File: src/rtl/mc_pkg.sv
// mc_pkg: shared state codes, instruction encodings and datapath select encodings
// for the multi-cycle MIPS controller.
package mc_pkg;

    typedef enum logic [2:0] {
        S_FETCH  = 3'd0,
        S_DECODE = 3'd1,
        S_EXEC   = 3'd2,
        S_MEM    = 3'd3,
        S_WB     = 3'd4
    } state_e;

    localparam logic [5:0] OP_RTYPE = 6'b000000;
    localparam logic [5:0] OP_ORI   = 6'b001101;
    localparam logic [5:0] OP_LUI   = 6'b001111;
    localparam logic [5:0] OP_LW    = 6'b100011;
    localparam logic [5:0] OP_SW    = 6'b101011;
    localparam logic [5:0] OP_BEQ   = 6'b000100;
    localparam logic [5:0] OP_J     = 6'b000010;
    localparam logic [5:0] OP_JAL   = 6'b000011;

    localparam logic [5:0] FN_ADDU = 6'b100001;
    localparam logic [5:0] FN_SUBU = 6'b100011;
    localparam logic [5:0] FN_JR   = 6'b001000;

    localparam logic [1:0] NPC_PC4 = 2'd0;
    localparam logic [1:0] NPC_BR  = 2'd1;
    localparam logic [1:0] NPC_J   = 2'd2;
    localparam logic [1:0] NPC_JR  = 2'd3;

    localparam logic [1:0] REG_RT = 2'd0;
    localparam logic [1:0] REG_RD = 2'd1;
    localparam logic [1:0] REG_RA = 2'd2;

    localparam logic [1:0] WD_ALU = 2'd0;
    localparam logic [1:0] WD_MEM = 2'd1;
    localparam logic [1:0] WD_PC4 = 2'd2;

    localparam logic [1:0] EXT_ZERO  = 2'd0;
    localparam logic [1:0] EXT_SIGN  = 2'd1;
    localparam logic [1:0] EXT_UPPER = 2'd2;

    localparam logic [2:0] ALU_ADD = 3'd0;
    localparam logic [2:0] ALU_SUB = 3'd1;
    localparam logic [2:0] ALU_OR  = 3'd2;
    localparam logic [2:0] ALU_LUI = 3'd3;

    typedef struct packed {
        logic addu;
        logic subu;
        logic jr;
        logic ori;
        logic lui;
        logic lw;
        logic sw;
        logic beq;
        logic j;
        logic jal;
        logic nop;
    } iclass_t;

endpackage

File: src/rtl/mc_decode.sv
// mc_decode: maps opcode/funct to one-hot instruction-class flags;
// anything unrecognised lands in the nop class.
module mc_decode
    import mc_pkg::*;
(
    input  logic [5:0] opcode_i,
    input  logic [5:0] funct_i,
    output iclass_t    cls_o
);

    logic       rtype;
    logic [9:0] hit;

    assign rtype = opcode_i == OP_RTYPE;
    assign hit = {
        rtype && funct_i == FN_ADDU,
        rtype && funct_i == FN_SUBU,
        rtype && funct_i == FN_JR,
        opcode_i == OP_ORI,
        opcode_i == OP_LUI,
        opcode_i == OP_LW,
        opcode_i == OP_SW,
        opcode_i == OP_BEQ,
        opcode_i == OP_J,
        opcode_i == OP_JAL
    };
    assign cls_o = {hit, ~|hit};

endmodule

File: src/rtl/mips_mc_ctrl.sv
// mips_mc_ctrl: multi-cycle MIPS control FSM (FETCH/DECODE/EXEC/MEM/WB) driving
// shared-memory, PC, register-file and ALU controls.
module mips_mc_ctrl
    import mc_pkg::*;
(
    input  logic       clk,
    input  logic       reset,
    input  logic [5:0] opcode,
    input  logic [5:0] funct,
    input  logic       zero,
    input  logic       mem_ready,
    output logic       mem_req,
    output logic       mem_we,
    output logic       ir_we,
    output logic       pc_we,
    output logic [1:0] npc_sel,
    output logic       reg_we,
    output logic [1:0] reg_dst,
    output logic [1:0] wd_sel,
    output logic       alu_src,
    output logic [1:0] ext_op,
    output logic [2:0] alu_op,
    output logic [2:0] state
);

    state_e  state_q, state_d;
    iclass_t cls;
    logic    jump, mem_op;

    mc_decode u_decode (
        .opcode_i(opcode),
        .funct_i (funct),
        .cls_o   (cls)
    );

    assign jump   = cls.j | cls.jal | cls.jr;
    assign mem_op = cls.lw | cls.sw;
    assign state  = state_q;

    always_ff @(posedge clk or posedge reset) begin
        if (reset) state_q <= S_FETCH;
        else       state_q <= state_d;
    end

    always_comb begin
        state_d = S_FETCH;
        mem_req = 1'b0;
        mem_we  = 1'b0;
        ir_we   = 1'b0;
        pc_we   = 1'b0;
        npc_sel = NPC_PC4;
        reg_we  = 1'b0;
        reg_dst = REG_RT;
        wd_sel  = WD_ALU;
        alu_src = 1'b0;
        ext_op  = EXT_ZERO;
        alu_op  = ALU_ADD;
        case (state_q)
            S_FETCH: begin
                mem_req = 1'b1;
                ir_we   = mem_ready;
                pc_we   = mem_ready;
                state_d = mem_ready ? S_DECODE : S_FETCH;
            end
            S_DECODE: begin
                pc_we   = jump;
                npc_sel = cls.jr ? NPC_JR : jump ? NPC_J : NPC_PC4;
                reg_we  = cls.jal;
                reg_dst = cls.jal ? REG_RA : REG_RT;
                wd_sel  = cls.jal ? WD_PC4 : WD_ALU;
                state_d = (jump | cls.nop) ? S_FETCH : S_EXEC;
            end
            S_EXEC: begin
                pc_we   = cls.beq & zero;
                npc_sel = cls.beq ? NPC_BR : NPC_PC4;
                alu_op  = cls.beq ? ALU_SUB : ALU_ADD;
                alu_src = mem_op;
                ext_op  = mem_op ? EXT_SIGN : EXT_ZERO;
                state_d = cls.beq ? S_FETCH : mem_op ? S_MEM : S_WB;
            end
            S_MEM: begin
                // address controls stay up for the whole access, including waits
                mem_req = 1'b1;
                mem_we  = cls.sw;
                alu_src = 1'b1;
                ext_op  = EXT_SIGN;
                state_d = !mem_ready ? S_MEM : cls.lw ? S_WB : S_FETCH;
            end
            S_WB: begin
                reg_we  = 1'b1;
                reg_dst = (cls.addu | cls.subu) ? REG_RD : REG_RT;
                wd_sel  = cls.lw ? WD_MEM : WD_ALU;
                alu_src = cls.ori | cls.lui;
                ext_op  = cls.lui ? EXT_UPPER : EXT_ZERO;
                alu_op  = cls.subu ? ALU_SUB : cls.ori ? ALU_OR : cls.lui ? ALU_LUI : ALU_ADD;
            end
            default: state_d = S_FETCH;
        endcase
        // reset silences every strobe immediately, not just from the next edge
        if (reset) begin
            mem_req = 1'b0;
            mem_we  = 1'b0;
            ir_we   = 1'b0;
            pc_we   = 1'b0;
            reg_we  = 1'b0;
        end
    end

endmodule

File: config.mk
export PLATFORM = sky130hd
export DESIGN_NAME = mips_mc_ctrl
export DESIGN_NICKNAME = d
export VERILOG_FILES = /design/src/rtl/mc_pkg.sv /design/src/rtl/mc_decode.sv /design/src/rtl/mips_mc_ctrl.sv
export SDC_FILE = /design/constraint.sdc
export NUM_CORES = 1
export LEC_CHECK = 0
export ABC_AREA = 1
export BUFFER_PORTS_ARGS = -buffer_cell sky130_fd_sc_hd__buf_2
export CELL_PAD_IN_SITES_DETAIL_PLACEMENT = 1
export CELL_PAD_IN_SITES_GLOBAL_PLACEMENT = 2
export CORE_UTILIZATION = 17
export DETAILED_ROUTE_END_ITERATION = 8
export HOLD_SLACK_MARGIN = 0.06
export PLACE_DENSITY = 0.74
export SETUP_SLACK_MARGIN = 0.1
export SLEW_MARGIN = 10
export SYNTH_ARGS = -nofsm -noshare
export SYNTH_HDL_FRONTEND = slang
export SYNTH_SLANG_ARGS = --single-unit
File: constraint.sdc
create_clock -name clk -period 1.7 [get_ports clk]
set_clock_uncertainty 0.15 [all_clocks]
set_input_delay 0.17 -clock clk [delete_from_list [all_inputs] [get_ports clk]]
set_output_delay 0.17 -clock clk [all_outputs]
set_load 0.02 [all_outputs]
==> results of run 1 <==
## routing by layer
| metal | up-vias | GRT usage, % |
|---|---|---|
| met2 | 21 | 21.43 |
| li1 | 363 | - |
| met4 | 0 | 2.091 |
| met5 | - | 0 |
| met3 | 2 | 2.791 |
| met1 | 340 | 14.87 |
## final timing paths
check / startpoint / to
max: state[1]$_DFF_PP0_ / alu_src
min: mem_ready / state[2]$_DFF_PP0_
max reg2reg: state[1]$_DFF_PP0_ / state[1]$_DFF_PP0_
min reg2reg: state[1]$_DFF_PP0_ / state[0]$_DFF_PP0_
max in group asynchronous: reset / state[2]$_DFF_PP0_
min in group asynchronous: reset / state[0]$_DFF_PP0_
## tightest hold or removal path: stages
cell	delay [ns]
sky130_fd_sc_hd__buf_2	0.13
sky130_fd_sc_hd__nand3_1	0.08
sky130_fd_sc_hd__o21ai_1	0.06
## repair_timing
item	CTS	global route
hold endpoints to repair	3	0
setup buffers	5	5
hold buffers	1	0
gates resized for setup	30	28
endpoints found under the setup margin	14	16
pin swaps	5	9
## synth_stat cells (all sizes together), types with 2 or more instances
master and instances:
nand4 2, buf 2, nor2 18, nand3 10, nand2 21, o21ai 3
inv 16, nor3 3, dfrtp 3, or2 2, a21oi 2
## cell type report
type	instances	area, um^2
Fill cell	356	1742
Multi-Input combinational cell	65	449.2
Timing Repair Buffer	46	362.8
Sequential cell	3	78.83
Inverter	16	60.06
Tap cell	31	38.79
Clock buffer	4	26.28
## per-stage QoR
step           setup TNS (ns)  std cells
2_1_floorplan               0         86
6_report              -0.1276        165
4_1_cts               -0.1597        160
3_3_place_gp                0        150
3_5_place_dp                0        150
5_1_grt               -0.6613        165
## kinds of logic (layout without fill, tap and decap cells)
group / Yosys count / count (layout)
AO/OA/AOI/OAI: 6 / 6
buffers and inverters: 18 / 66
flip-flops: 3 / 3
other: 1 / 1
AND/OR/NAND/NOR: 58 / 58
## power by group
part	internal [mW]	switching (mW)	total, mW	leakage (nW)
Sequential	0.0761	0.00812	0.0842	0.0358
Combinational	0.0652	0.0882	0.153	0.491
Clock	0.0879	0.0360	0.124	0.0150
==> results.md, run 1 <==
- The number of antenna violations at the first check in global routing came to 0.
- Counting flops and latches in the post-synthesis netlist gives 3.
- After Yosys synthesis, and, or, nand and nor cells account for 61.81% of the synthesized area.
- Of the cells placed in the final design, the portion with a size suffix greater than 1 is 66.42%.
- Max-cap violations in this run came to 0.
- The path class of the lowest-slack min-delay path is in -> reg.
- The dominant register cell in the synthesized netlist is sky130_fd_sc_hd__dfrtp_1.
- The region available for standard cell placement spans 0.002758 mm^2.
- The final reports fail on setup timing.
- The register with the most flip-flops in the layout has 3 of them.
- For this block, wires on met1 add up to 836 um.
- The power per standard cell area is 355.9 mW/mm^2.
- The flow ran to the end, but the final reports show violations.
- In this run, the number of DRC markers left after iteration 0 of detailed routing was 13.
- The number of buffers and inverters on the critical path is 3.
- The area growth from synthesis to layout is 104.0%.
- In the final routed layout, each cell accounts on average for 11.73 um.
- The combinational family with the most area after synthesis is simple AND/OR/NAND/NOR gates.
- The final-report max-slew violation count came to 0.
- In the layout the commonest cells are sky130_fd_sc_hd__buf_2 (18), sky130_fd_sc_hd__buf_6 (16), sky130_fd_sc_hd__buf_4 (11), sky130_fd_sc_hd__nand2_1 (10), sky130_fd_sc_hd__inv_1 (9).
- Broken down by cell family, the worst path's largest delay share belongs to flip-flops.
- Hold is met by 0.1054 ns.
- The area of all placed cells without fillers is 0.001016 mm^2.
- In this run the static leakage power is 0.5415 nW.
- The critical path crosses 7 cells after its start point.
- The highest layer touched by signal routing is met4.
- Along the worst path, the maximum fanout reaches 4.
- The number of cells produced by synthesis is 86.
- Traced cell by cell, the critical path runs through inv_2, nor3_2, buf_4, nand2_4, nand2_2, or2_1, buf_6.
- The count of buffers inserted at the top-level ports is 34.
- The number of global-route vias before repair came to 696.
- After synthesis, the share of cell area in mux cells is 0%.
- The worst register-to-register path has a depth of 7.
- The synthesized net count is 102.
- The cell area that synthesis handed to floorplanning was 498.0 um^2.
- The number of clock sinks is 3.
- The maximum frequency from static timing analysis is 0.5669 GHz.
- The number of distinct library cells after synthesis is 23.
- The total power draw is 361.5 uW.
- The worst slack after detailed placement is 0.1040 ns.
- The setup path with the least slack is of type reg -> out.
- The detailed router placed 726 vias in this run.
- The post-layout worst setup margin is -0.06413 ns.
- The shortest clock period the worst path allows after layout is 1.764 ns.
- After clock tree synthesis, the clock-pin slew on the worst setup and hold paths is 0.04 ns.
- VDD sags by at most 0.3397 mV.
- The routed design uses 107 um of met3 wire.
- The number of clock buffers added by TritonCTS is 3.
- The number of hold violations in the final report came to 0.
- The area of the die is 0.003149 mm^2.
- After detailed routing, the number of remaining DRC violations is 0.
- In this run the clock root is driven by a sky130_fd_sc_hd__clkbuf_4.
- The count of synthesis-stage warnings from yosys is 0.
- The initial utilization of the core area, before any placement, comes to 18.06%.
- Global routing used 12.05% of the available tracks.
- STA classifies the critical path startpoint as a register.
- The largest single stage delay on the critical path is 0.44 ns.
- The largest buffer count on any clock path is 2.
- Leaving out fill and tap cells, the most frequent cell in the layout is sky130_fd_sc_hd__buf_2.
- After global routing the overflow that remains totals 0.
- By area the synthesized netlist is led by sky130_fd_sc_hd__dfrtp_1 (15%), sky130_fd_sc_hd__nand2_1 (11%), sky130_fd_sc_hd__nand3_1 (10%).
- The share of synthesized area in the top cell type comes to 15.08%.
- For the worst-skew pair, the clock arrives at the later sink with an insertion delay of 0.23 ns.
- The final cell utilization of the core is 36.84%.
- The sort of element at the end of the critical path is a primary output.
- The post-synthesis sequential area ratio is 15.08%.
- Entering global routing, the biggest net connects 7 pins.
- The placed wire-length estimate after detailed placement is 1483 um.
- At the worst endpoint, the required time is 1.38 ns.
- The number of placed I/O pins is 36.
- In the routed layout, each cell is associated on average with a via count of 4.400.
- TritonCTS built the clock tree.
- The first global-routing pass estimated 3077 um of wire.
- The final count of negative-setup-slack endpoints is 4.
- The number of antenna-violating nets in the routed design is 0.
- Summing the areas of all xor and xnor instances in the mapped netlist gives 0% of the synthesized area.
- Setup repair after global routing could not meet its margin everywhere.
- sky130_fd_sc_hd__dfrtp_1 takes more of the synthesized area than any other cell.
- The number of placement rows is 19.
- The synthesized netlist devotes 7.286% of its cell area to compound gates.
- The congestion estimate from routability-driven global placement came to 0.7189.
- The reg-to-reg setup timing slack is 0.30 ns.
- Counting flops with an async set or reset pin after synthesis yields a share of 100.0%.
- Measured along the y axis, the die boundary spans 56.12 um.
- In this run, synthesis inferred 0 flip-flops with an integrated enable.
- The endpoint arrival time on the critical path is 1.44 ns.
- Wire segments on met2 add up to 979 um in the final route.
- The share of synthesized cell area in full adder, half adder and majority cells is 0%.
- After detailed placement, the total cell area comes to 720.7 um^2.
- 0 antenna diodes ended up in the layout.
- The mean post-synth cell area is 5.790 um^2.
- The floorplan step set the die width to 56.12 um.
- At the end of the flow, the number of nets in the layout was 151.
- The first-pass detailed-route iteration total is 4.
- Along the worst hold path, the cell count comes to 3.
- The cell with the largest stage delay on the worst path is sky130_fd_sc_hd__dfrtp_2.
- The maximum level of the CTS H-tree is 1.
- Dividing the final minimum period by the clock period gives 103.8%.
- The routed wire length is 1935 um.
No activity file was read; power rests on OpenSTA's default activity.
==> run 2, diff against run 1 <==
Settings changed: CORE_UTILIZATION 17 to 19, PLACE_DENSITY 0.74 to 0.82.
Clock period 1.7 ns to 2.1 ns, I/O delays scaled along.
==> run 2 against run 1 <==
The flow now finishes without violations. Sequential share of layout area grew 2.5 points. Largest power group is now the clock network. Global-route usage grew 1.0 points. Sequential power shrank 22%. Cell count shrank 7.3%. Final area shrank 28%. Critical path depth shrank 1. Combinational power shrank 41%. First-iteration DRC count shrank 85%. Critical path type unchanged. Critical endpoint is now alu_op[0].
==> results.md, run 2 (synthesis gave the netlist of run 1 again) <==
- Result of the run: complete, no violations (was complete, but fails checks).
- The x dimension of the die is 53.20 um (was 56.12 um).
- The wire length of the first global-routing pass came to 2725 um (was 3077 um).
- The global-route congestion overflow total is 0 (unchanged).
- The first-pass detailed-route iteration total was 3 (was 4).
- The post-layout worst setup margin was 0.2247 ns (was -0.06413 ns).
- The instance area at placement was 690.7 um^2 (was 720.7 um^2).
- The total area of multi-input combinational cells is 352.8 um^2 (was 449.2 um^2).
- The count of buffers inserted at the top-level ports is 34 (unchanged).
- The routed wirelength normalized by instance count came to 11.43 um (was 11.73 um).
- The endpoint arrival time on the critical path was 1.52 ns (was 1.44 ns).
- The setup TNS after final layout is 0 ns (was -0.1276 ns).
- The area of all placed cells without fillers came to 732.0 um^2 (was 0.001016 mm^2).
- The switching share of power came to 36.30% (was 36.60%).
- The power share of the clock group was 39.5% (was 34.3%).
- The clock transition time at the flip-flop clock pins of the worst setup and hold paths is 0.04 ns (about the same).
- The class of the most critical setup path is reg -> out (unchanged).
- The total power draw is 257.9 uW (was 361.5 uW).
- The y dimension of the die was 53.20 um (was 56.12 um).
- The internal power of the cells is 164.3 uW (was 229.2 uW).
- The number of global-route vias before repair came to 669 (was 696).
- The maximum level of the CTS H-tree is 1 (unchanged).
- The flip-flop and latch area is 75.07 um^2 (was 78.83 um^2).
- The largest buffer count on any clock path is 2 (unchanged).
- The area of the core is 0.002477 mm^2 (was 0.002758 mm^2).
- The worst slack after detailed placement came to 0.4594 ns (was 0.1040 ns).
- The cell at the root of the clock tree is sky130_fd_sc_hd__clkbuf_4 (unchanged).
- The power per standard cell area is 352.3 mW/mm^2 (was 355.9 mW/mm^2).
- The number of hold violations in the final report was 0 (unchanged).
- The largest fanout on the critical path is 5 (was 4).
- The sort of element at the end of the critical path is a primary output (unchanged).
- The number of placed I/O pins is 36 (unchanged).
- The final cell utilization of the core came to 29.55% (was 36.84%).
- The kind of launch point of the worst setup path was a register (unchanged).
- The initial cell density of the core is 20.10% (was 18.06%).
- The number of max-cap violations is 0 (unchanged).
- The final count of negative-setup-slack endpoints is 0 (was 4).
- The worst vdd rail ir drop is 0.3501 mV (was 0.3397 mV).
- The worst path uses 89.30% of the clock period.
- The maximum frequency from static timing analysis is 0.5333 GHz.
- The routed wire length is 1749 um (was 1935 um).
- The required time at the worst-slack endpoint is 1.74 ns (was 1.38 ns).
- The number of flip-flops in the largest register is 3 (unchanged).
- The combinational share of power is 35.0% (was 42.5%).
- The placed wire-length estimate after detailed placement is 1540 um (was 1483 um).
- The combined global-route utilization of all metal layers was 13.09% (was 12.05%).
- The starting DRC count in detailed routing came to 2 (was 13).
- The diode insertion count for antenna repair is 0 (unchanged).
- The number of placement rows was 18 (was 19).
- The leakage component of the power is 0.4337 nW (was 0.5415 nW).
- The area of the die is 0.002830 mm^2 (was 0.003149 mm^2).
- The number of nets in the layout is 140 (was 151).
- The clock tree from TritonCTS is done (unchanged).
- The largest net degree at the start of global routing was 7 (unchanged).
- The area growth from synthesis to layout is 46.98% (was 104.0%).
- The number of clock buffers inserted by TritonCTS is 3 (unchanged).
- The fraction of layout cells with a size suffix above 1 came to 46.34% (was 66.42%).
- The path class of the lowest-slack min-delay path is in -> reg (unchanged).
- The remaining design rule violation count is 0 (unchanged).
- The routability-driven placement congestion ratio is 0.7398 (was 0.7189).
- The portion of total power attributed to sequential cells came to 25.5% (was 23.3%).
- The shortest clock period the worst path allows after layout is 1.875 ns.
- The number of clock sinks is 3 (unchanged).
- The via density per instance is 4.431 (was 4.400).
- The number of antenna violations at the first check in global routing came to 0 (unchanged).
- The number of antenna-violating nets in the routed design is 0 (unchanged).
- The number of inserted filler cells in the final layout is 329 (was 356).
- The overall via count from detail_route is 678 (was 726).
- Commonest cells after routing, fill and taps aside: sky130_fd_sc_hd__buf_2 (34), sky130_fd_sc_hd__nand2_1 (15), sky130_fd_sc_hd__inv_1 (13), sky130_fd_sc_hd__nand3_1 (10), sky130_fd_sc_hd__nor2_1 (9) (was sky130_fd_sc_hd__buf_2 (18), sky130_fd_sc_hd__buf_6 (16), sky130_fd_sc_hd__buf_4 (11), sky130_fd_sc_hd__nand2_1 (10), sky130_fd_sc_hd__inv_1 (9)).
- The final-report max-slew violation count is 0 (unchanged).
- The insertion delay of the later-clocked pin in the worst-skew pair is 0.23 ns (about the same).
- The most common cell after layout, fill and taps aside is sky130_fd_sc_hd__buf_2 (unchanged).
- Setup repair after global routing missed its margin: no (was yes).
- The switching power is 93.62 uW (was 132.3 uW).
[run 2: cell count changes in the layout (fill, tap and decap cells not counted), sizes merged]
cell,before,now
buf,45,34
[run 2: metal layers]
layer	part of all wire [%]	vias to the layer above	track usage, %
met5	0	-	0
met4	0	0	1.316
met3	5.4	0	3.161
met2	51	21	24.26
met1	44	319	15.45
li1	-	338	-
[run 2: what timing repair did]
item	4_1_cts	5_1_grt
resized for setup	0	1
setup endpoints to repair	0	2
setup buffers	0	0
hold buffers	1	0
hold endpoints to repair	3	0
[run 2: path summary, 6_finish.rpt]
path                                         start                  to  slack (ns)  cells after the start
worst max-delay path            state[0]$_DFF_PP0_           alu_op[0]        0.22                      6
worst min-delay path                     mem_ready  state[2]$_DFF_PP0_        0.14                      3
worst max register to register  state[2]$_DFF_PP0_  state[0]$_DFF_PP0_        0.81                      4
worst min register to register  state[0]$_DFF_PP0_  state[2]$_DFF_PP0_        0.57                      3
max in group asynchronous                    reset  state[2]$_DFF_PP0_        1.37                      3
min in group asynchronous                    reset  state[1]$_DFF_PP0_        0.30                      3
[run 2: area by class of cell]
type / instances / share of cell area, %
Timing Repair Buffer: 35 / 24.62
Inverter: 16 / 8.205
Multi-Input combinational cell: 65 / 48.21
Sequential cell: 3 / 10.26
Tap cell: 30 / 5.128
Clock buffer: 4 / 3.590
[run 2: power by group through the flow]
stage          combinational (mW)  clock [mW]  sequential (mW)
6_report                   0.0903       0.102           0.0658
2_1_floorplan              0.0466           0           0.0693
4_1_cts                    0.0899       0.107           0.0655
3_5_place_dp               0.0883           0           0.0663
5_1_grt                     0.100       0.116           0.0659
3_3_place_gp               0.0856           0           0.0657
[run 2: per-stage QoR]
stage | hold slack (ns) | instances
2_1_floorplan | -0.1864 | 86
3_3_place_gp | -0.006284 | 148
3_5_place_dp | 0.002896 | 148
4_1_cts | 0.1315 | 153
5_1_grt | 0.1350 | 153
6_report | 0.1429 | 153
[run 2: worst max-delay path: stages, from the launching register on]
cell,delay (ns)
sky130_fd_sc_hd__dfrtp_1,0.43
sky130_fd_sc_hd__nor2_2,0.18
sky130_fd_sc_hd__nand2_1,0.16
sky130_fd_sc_hd__nor2_2,0.15
sky130_fd_sc_hd__nand2_1,0.09
sky130_fd_sc_hd__nand3_1,0.10
sky130_fd_sc_hd__buf_2,0.17
